===== src/rtl/move_request_gen.sv =====
// Debounced switch levels -> 1-cycle move / chord-reset requests, all outputs registered one cycle after the sampling edge.
// Optional hold-to-repeat is compiled in with `define AUTO_REPEAT_EN; without it each clean press yields exactly one move.
module move_request_gen #(
  parameter int unsigned CLK_HZ       = 25_000_000,
  parameter int unsigned REPEAT_DELAY = 12_500_000,
  parameter int unsigned REPEAT_RATE  = 5_000_000,
  parameter int unsigned CHORD_CYCLES = 25_000_000,
  parameter int unsigned CNT_W        = 25
) (
  input  logic       i_Clk,
  input  logic       i_Rst,
  input  logic [3:0] i_Switches,
  output logic       o_Move_Left,
  output logic       o_Move_Down,
  output logic       o_Move_Up,
  output logic       o_Move_Right,
  output logic       o_Chord_Reset,
  output logic       o_Busy
);

  typedef enum logic [2:0] {
    IDLE   = 3'd0,
    HOLD   = 3'd1,
    REPEAT = 3'd2,
    MULTI  = 3'd3,
    CHORD  = 3'd4,
    LOCK   = 3'd5
  } state_t;

  // Parameters a build may not otherwise touch are referenced here; no logic results.
  if (CLK_HZ == 0 || REPEAT_DELAY == 0 || REPEAT_RATE == 0 || CHORD_CYCLES == 0) begin : g_param_ref
  end

  localparam logic [CNT_W-1:0] CHORD_LAST = CNT_W'(CHORD_CYCLES - 1);
`ifdef AUTO_REPEAT_EN
  localparam logic [CNT_W-1:0] DELAY_LAST = CNT_W'(REPEAT_DELAY - 1);
  localparam logic [CNT_W-1:0] RATE_LAST  = CNT_W'(REPEAT_RATE - 1);
`endif

  state_t           state_q, state_d;
  logic [CNT_W-1:0] timer_q, timer_d;
  logic [CNT_W-1:0] timer_inc;
  logic [3:0]       dir_q, dir_d;
  logic [3:0]       move_q, move_d;
  logic             chord_q, chord_d;
  logic             busy_q, busy_d;
  logic [2:0]       pop;

  assign pop = {2'b00, i_Switches[0]} + {2'b00, i_Switches[1]}
             + {2'b00, i_Switches[2]} + {2'b00, i_Switches[3]};

  // Timer saturates at all-ones instead of wrapping.
  assign timer_inc = (&timer_q) ? timer_q : timer_q + CNT_W'(1);

  always_comb begin
    state_d = state_q;
    timer_d = timer_q;
    dir_d   = dir_q;
    move_d  = 4'b0000;
    chord_d = 1'b0;
    unique case (state_q)
      IDLE: begin
        if (pop == 3'd1) begin
          move_d  = i_Switches;
          dir_d   = i_Switches;
          timer_d = '0;
          state_d = HOLD;
        end else if (pop == 3'd4) begin
          timer_d = '0;
          state_d = CHORD;
        end else if (pop != 3'd0) begin
          state_d = MULTI;
        end
      end
      HOLD, REPEAT: begin
        if (i_Switches == dir_q) begin
`ifdef AUTO_REPEAT_EN
          if (timer_q == ((state_q == HOLD) ? DELAY_LAST : RATE_LAST)) begin
            move_d  = dir_q;
            timer_d = '0;
            state_d = REPEAT;
          end else begin
            timer_d = timer_inc;
          end
`else
          timer_d = timer_inc;
`endif
        end else if (pop == 3'd0) begin
          state_d = IDLE;
        end else if (pop == 3'd4) begin
          timer_d = '0;
          state_d = CHORD;
        end else begin
          // Includes a same-cycle swap to another single direction.
          state_d = MULTI;
        end
      end
      MULTI: begin
        if (pop == 3'd4) begin
          timer_d = '0;
          state_d = CHORD;
        end else if (pop == 3'd0) begin
          state_d = IDLE;
        end
      end
      CHORD: begin
        if (pop == 3'd4) begin
          if (timer_q == CHORD_LAST) begin
            chord_d = 1'b1;
            state_d = LOCK;
          end else begin
            timer_d = timer_inc;
          end
        end else if (pop == 3'd0) begin
          state_d = IDLE;
        end else begin
          state_d = MULTI;
        end
      end
      LOCK: begin
        if (pop == 3'd0) begin
          state_d = IDLE;
        end
      end
      default: begin
        state_d = IDLE;
      end
    endcase
    busy_d = (state_d != IDLE);
  end

  always_ff @(posedge i_Clk or posedge i_Rst) begin
    if (i_Rst) begin
      state_q <= IDLE;
      timer_q <= '0;
      dir_q   <= 4'b0000;
      move_q  <= 4'b0000;
      chord_q <= 1'b0;
      busy_q  <= 1'b0;
    end else begin
      state_q <= state_d;
      timer_q <= timer_d;
      dir_q   <= dir_d;
      move_q  <= move_d;
      chord_q <= chord_d;
      busy_q  <= busy_d;
    end
  end

  assign o_Move_Left   = move_q[0];
  assign o_Move_Down   = move_q[1];
  assign o_Move_Up     = move_q[2];
  assign o_Move_Right  = move_q[3];
  assign o_Chord_Reset = chord_q;
  assign o_Busy        = busy_q;

endmodule

===== config.mk =====
export PLATFORM = sky130hd
export DESIGN_NAME = move_request_gen
export DESIGN_NICKNAME = d
export VERILOG_FILES = /design/src/rtl/move_request_gen.sv
export SDC_FILE = /design/constraint.sdc
export NUM_CORES = 1
export LEC_CHECK = 0
export BUFFER_PORTS_ARGS = -buffer_cell sky130_fd_sc_hd__buf_4
export CAP_MARGIN = 10
export CORE_AREA = 5 5 97 54
export CTS_BUF_LIST = sky130_fd_sc_hd__clkbuf_8
export CTS_CLUSTER_DIAMETER = 40
export DETAILED_ROUTE_END_ITERATION = 16
export DIE_AREA = 0 0 102 59
export PLACE_DENSITY = 0.81
export REMOVE_ABC_BUFFERS = 1
export SLEW_MARGIN = 20
export SYNTH_ARGS = -nofsm -noshare
export SYNTH_HDL_FRONTEND = slang
export SYNTH_SLANG_ARGS = --single-unit
export TNS_END_PERCENT = 100

===== constraint.sdc =====
create_clock -name i_Clk -period 3.8 [get_ports i_Clk]
set_clock_uncertainty 0.05 [all_clocks]
set_input_delay 0.95 -clock i_Clk [delete_from_list [all_inputs] [get_ports i_Clk]]
set_output_delay 0.95 -clock i_Clk [all_outputs]
set_load 0.03 [all_outputs]

==> results.toml <==
[sta]
fin_ws_ps = 376
setup-violations-final = 0
max_freq_mhz = 292
relSlewSlack = 0.410
maxSlewViolCount = 0
min_period_over_period = 0.901
hold-worst-slack_ps = 458
rsz0062_at_grt = "false"
min_period_ps = 3420
hold_viol_final = 0
tightest_slew_ps = 876
finalSetupTns_ps = 0

[critical_path]
critical_path_class = "primary input to register"
cp_max_fo = 32
r2r-start = "timer_q[6]"
required_ps = 3930
crit_chain = "buf_4 -> inv_1 -> fa_1 -> inv_1 -> ha_1 -> ha_1 -> or2_2 -> nor2_1 -> a311o_1 -> o21ai_2 -> buf_12 -> a41oi_1 -> a31oi_1"
critPathCapture = "timer_q[2]"
end_kind = "register"
crit_start = "i_Switches[0]"
worstRegToRegCells = 6
start_kind = "primary input"
cp_slowest_cell = "fa_1"
cp_slowest_stage_delay_ps = 530
arrival_ps = 3550
r2r_slack_ps = 790
r2r_end = "timer_q[4]"

[cells_and_area]
layout.nets = 309
layout_common_cells = "38 x dfrtp_1, 20 x nand4_1, 20 x nand2_1, 19 x o21ai_0, 18 x nor2_1"
drive_gt1_frac = 0.143
diodes = 0
final_common_cell = "dfrtp_1"
syn2layout_area_growth_pct = 6.58
fin_cells = 357

[drt]
wl_per_cell_um = 20.3
first_iter_violations = 302
wl_mm = 7.26
drt_drc_violations_left = 0
final_antenna_net_count = 0
vias = 2534
firstDrtPassIters = 5
viasPerCell = 7.10

[placed_design]
dp_cells = 349
port_buffers = 11
preCtsSetupSlack_ps = 104
dp_hpwl_mm = 5.20
globalplace.congestion = 0.944

[logic_synthesis]
ys_ff_latch = 38
synthesis.area_um2 = 2640
syn_avg_cell_area_um2 = 9.01
async_flop_share = 1.00
synthFlopType = "dfrtp_1"
synthCells = 293
yosysSeqAreaShare = 0.360
ys_warn_count = 0
ys_types = 63
synth_edf_count = 0

[clock_tree]
holdBufCountCts = 0
htree_levels = 2
cts-buffers-inserted = 5
clock-sinks = 38
cts_buffer_depth = 2
cts-root-buf = "clkbuf_8"
clkLatencyLatePin_ps = 300
post_cts.repair.setup_buffers = 0
cts_tree = "done"
clkTransAtPathRegs_ps = 80
ctsResizeCount = 0

[die]
die_x_um = 102
io_pins = 12
core_um2 = 4230
rows = 17
start_util = 0.624
die_area_um2 = 6020
die_h_um = 59

[global_routing]
grt_use_total = 0.263
grt_max_degree = 33
antenna_found_initial = 0
grt_overflow_total = 0
grt_pass1_vias = 2319
grt_first_pass_wirelength_mm = 12.2

[run_status]
status = "finished clean"

[power]
p_leak_nw = 1.13
ir_drop_uv = 372
p_total_mw = 1.57
power.density_nw_per_um2 = 559

[run]
drv_cap = 0

[hold_path]
holdCritPathClass = "register to register"
hp-start = "dir_q[3]"
-- flip-flops by register name, indices dropped and copies added (netlist names) --
name,flops
timer_q,25
move_q,4
o_Chord_Reset,1
dir_q,4
state_q,3
o_Busy,1
-- per-stage QoR --
| stage | cell area, um2 | util |
|---|---|---|
| after detailed placement | 2730 | 0.644 |
| after global routing | 2820 | 0.665 |
| after floorplan | 2510 | - |
| after CTS | 2820 | 0.665 |
| after global placement | 2730 | 0.644 |
| final | 2820 | 0.665 |
-- cells in the mapped netlist (2+ instances only) --
master	number	area share
a41oi_1	6	0.020
or2_2	2	0.0047
buf_6	6	0.026
o21ai_1	2	0.0038
o21ai_2	2	0.0066
nor2_1	18	0.026
buf_2	2	0.0038
buf_4	2	0.0057
xnor2_1	9	0.030
o311ai_1	2	0.0066
a2111oi_0	3	0.0099
and3_1	2	0.0047
inv_1	13	0.018
nand4_1	20	0.047
a22oi_1	2	0.0057
nand2_1	20	0.028
dfrtp_1	38	0.36
and4_1	6	0.020
or4_1	3	0.0085
or3_1	2	0.0047
a32oi_1	3	0.0099
nor3_1	4	0.0076
a22o_1	4	0.013
a21oi_1	16	0.030
a21o_1	6	0.017
nand3_1	13	0.025
o21a_1	2	0.0057
ha_1	3	0.014
a31oi_1	10	0.024
clkbuf_2	3	0.0057
o21ai_0	19	0.036
nor4_1	4	0.0095
o211ai_1	7	0.020
a211oi_1	2	0.0057
clkbuf_1	5	0.0071
mux2i_1	5	0.019
-- critical path: cells and delay by family --
| kind | cells | cell delay [ps] |
|---|---|---|
| AOI/OAI and AO/OA | 4 | 640 |
| adders and majority gates | 3 | 1030 |
| buffers and inverters | 4 | 360 |
| and+or+nand+nor | 2 | 570 |
-- worst min path at each step --
stage / endpoint / slack [ps] / cells past startpoint
finish: dir_q[3] / 460 / 1
global placement: dir_q[2] / 430 / 1
floorplan: dir_q[3] / 420 / 1
global route: dir_q[3] / 480 / 1
CTS: dir_q[3] / 460 / 1
detailed placement: dir_q[3] / 440 / 1
-- cell type report --
| cell class | count | area [um2] |
|---|---|---|
| Clock buffer | 5 | 68.8 |
| Sequential cell | 38 | 951 |
| Tap cell | 57 | 71.3 |
| Multi-Input combinational cell | 223 | 1510 |
| Fill cell | 344 | 1420 |
| Timing Repair Buffer | 18 | 148 |
| Clock inverter | 3 | 21.3 |
| Inverter | 13 | 48.8 |
-- metal layers --
| metal | vias to the layer above | share of wire | global-route usage |
|---|---|---|---|
| met2 | 198 | 0.38 | 0.325 |
| met3 | 10 | 0.14 | 0.0905 |
| met4 | 0 | 0.011 | 0.0804 |
| li1 | 1147 | - | - |
| met5 | - | 0 | 0 |
| met1 | 1179 | 0.47 | 0.416 |
-- kinds of logic after synthesis --
kind of cell	after synthesis	share of synthesized area
buffers and inverters	32	0.0696
adders and majority gates	4	0.0218
DFF	38	0.360
xor gates and xnor gates	9	0.0298
muxes	5	0.0189
and+or+nand+nor	106	0.228
AOI/OAI and AO/OA	99	0.272
-- power by group --
| part | switching [mW] | internal, mW | leakage, nW |
|---|---|---|---|
| Sequential | 0.0706 | 0.454 | 0.514 |
| Combinational | 0.484 | 0.272 | 0.572 |
| Clock | 0.163 | 0.129 | 0.0441 |
| Total | 0.718 | 0.855 | 1.13 |
Note: power is estimated with default switching activity, not from simulation.
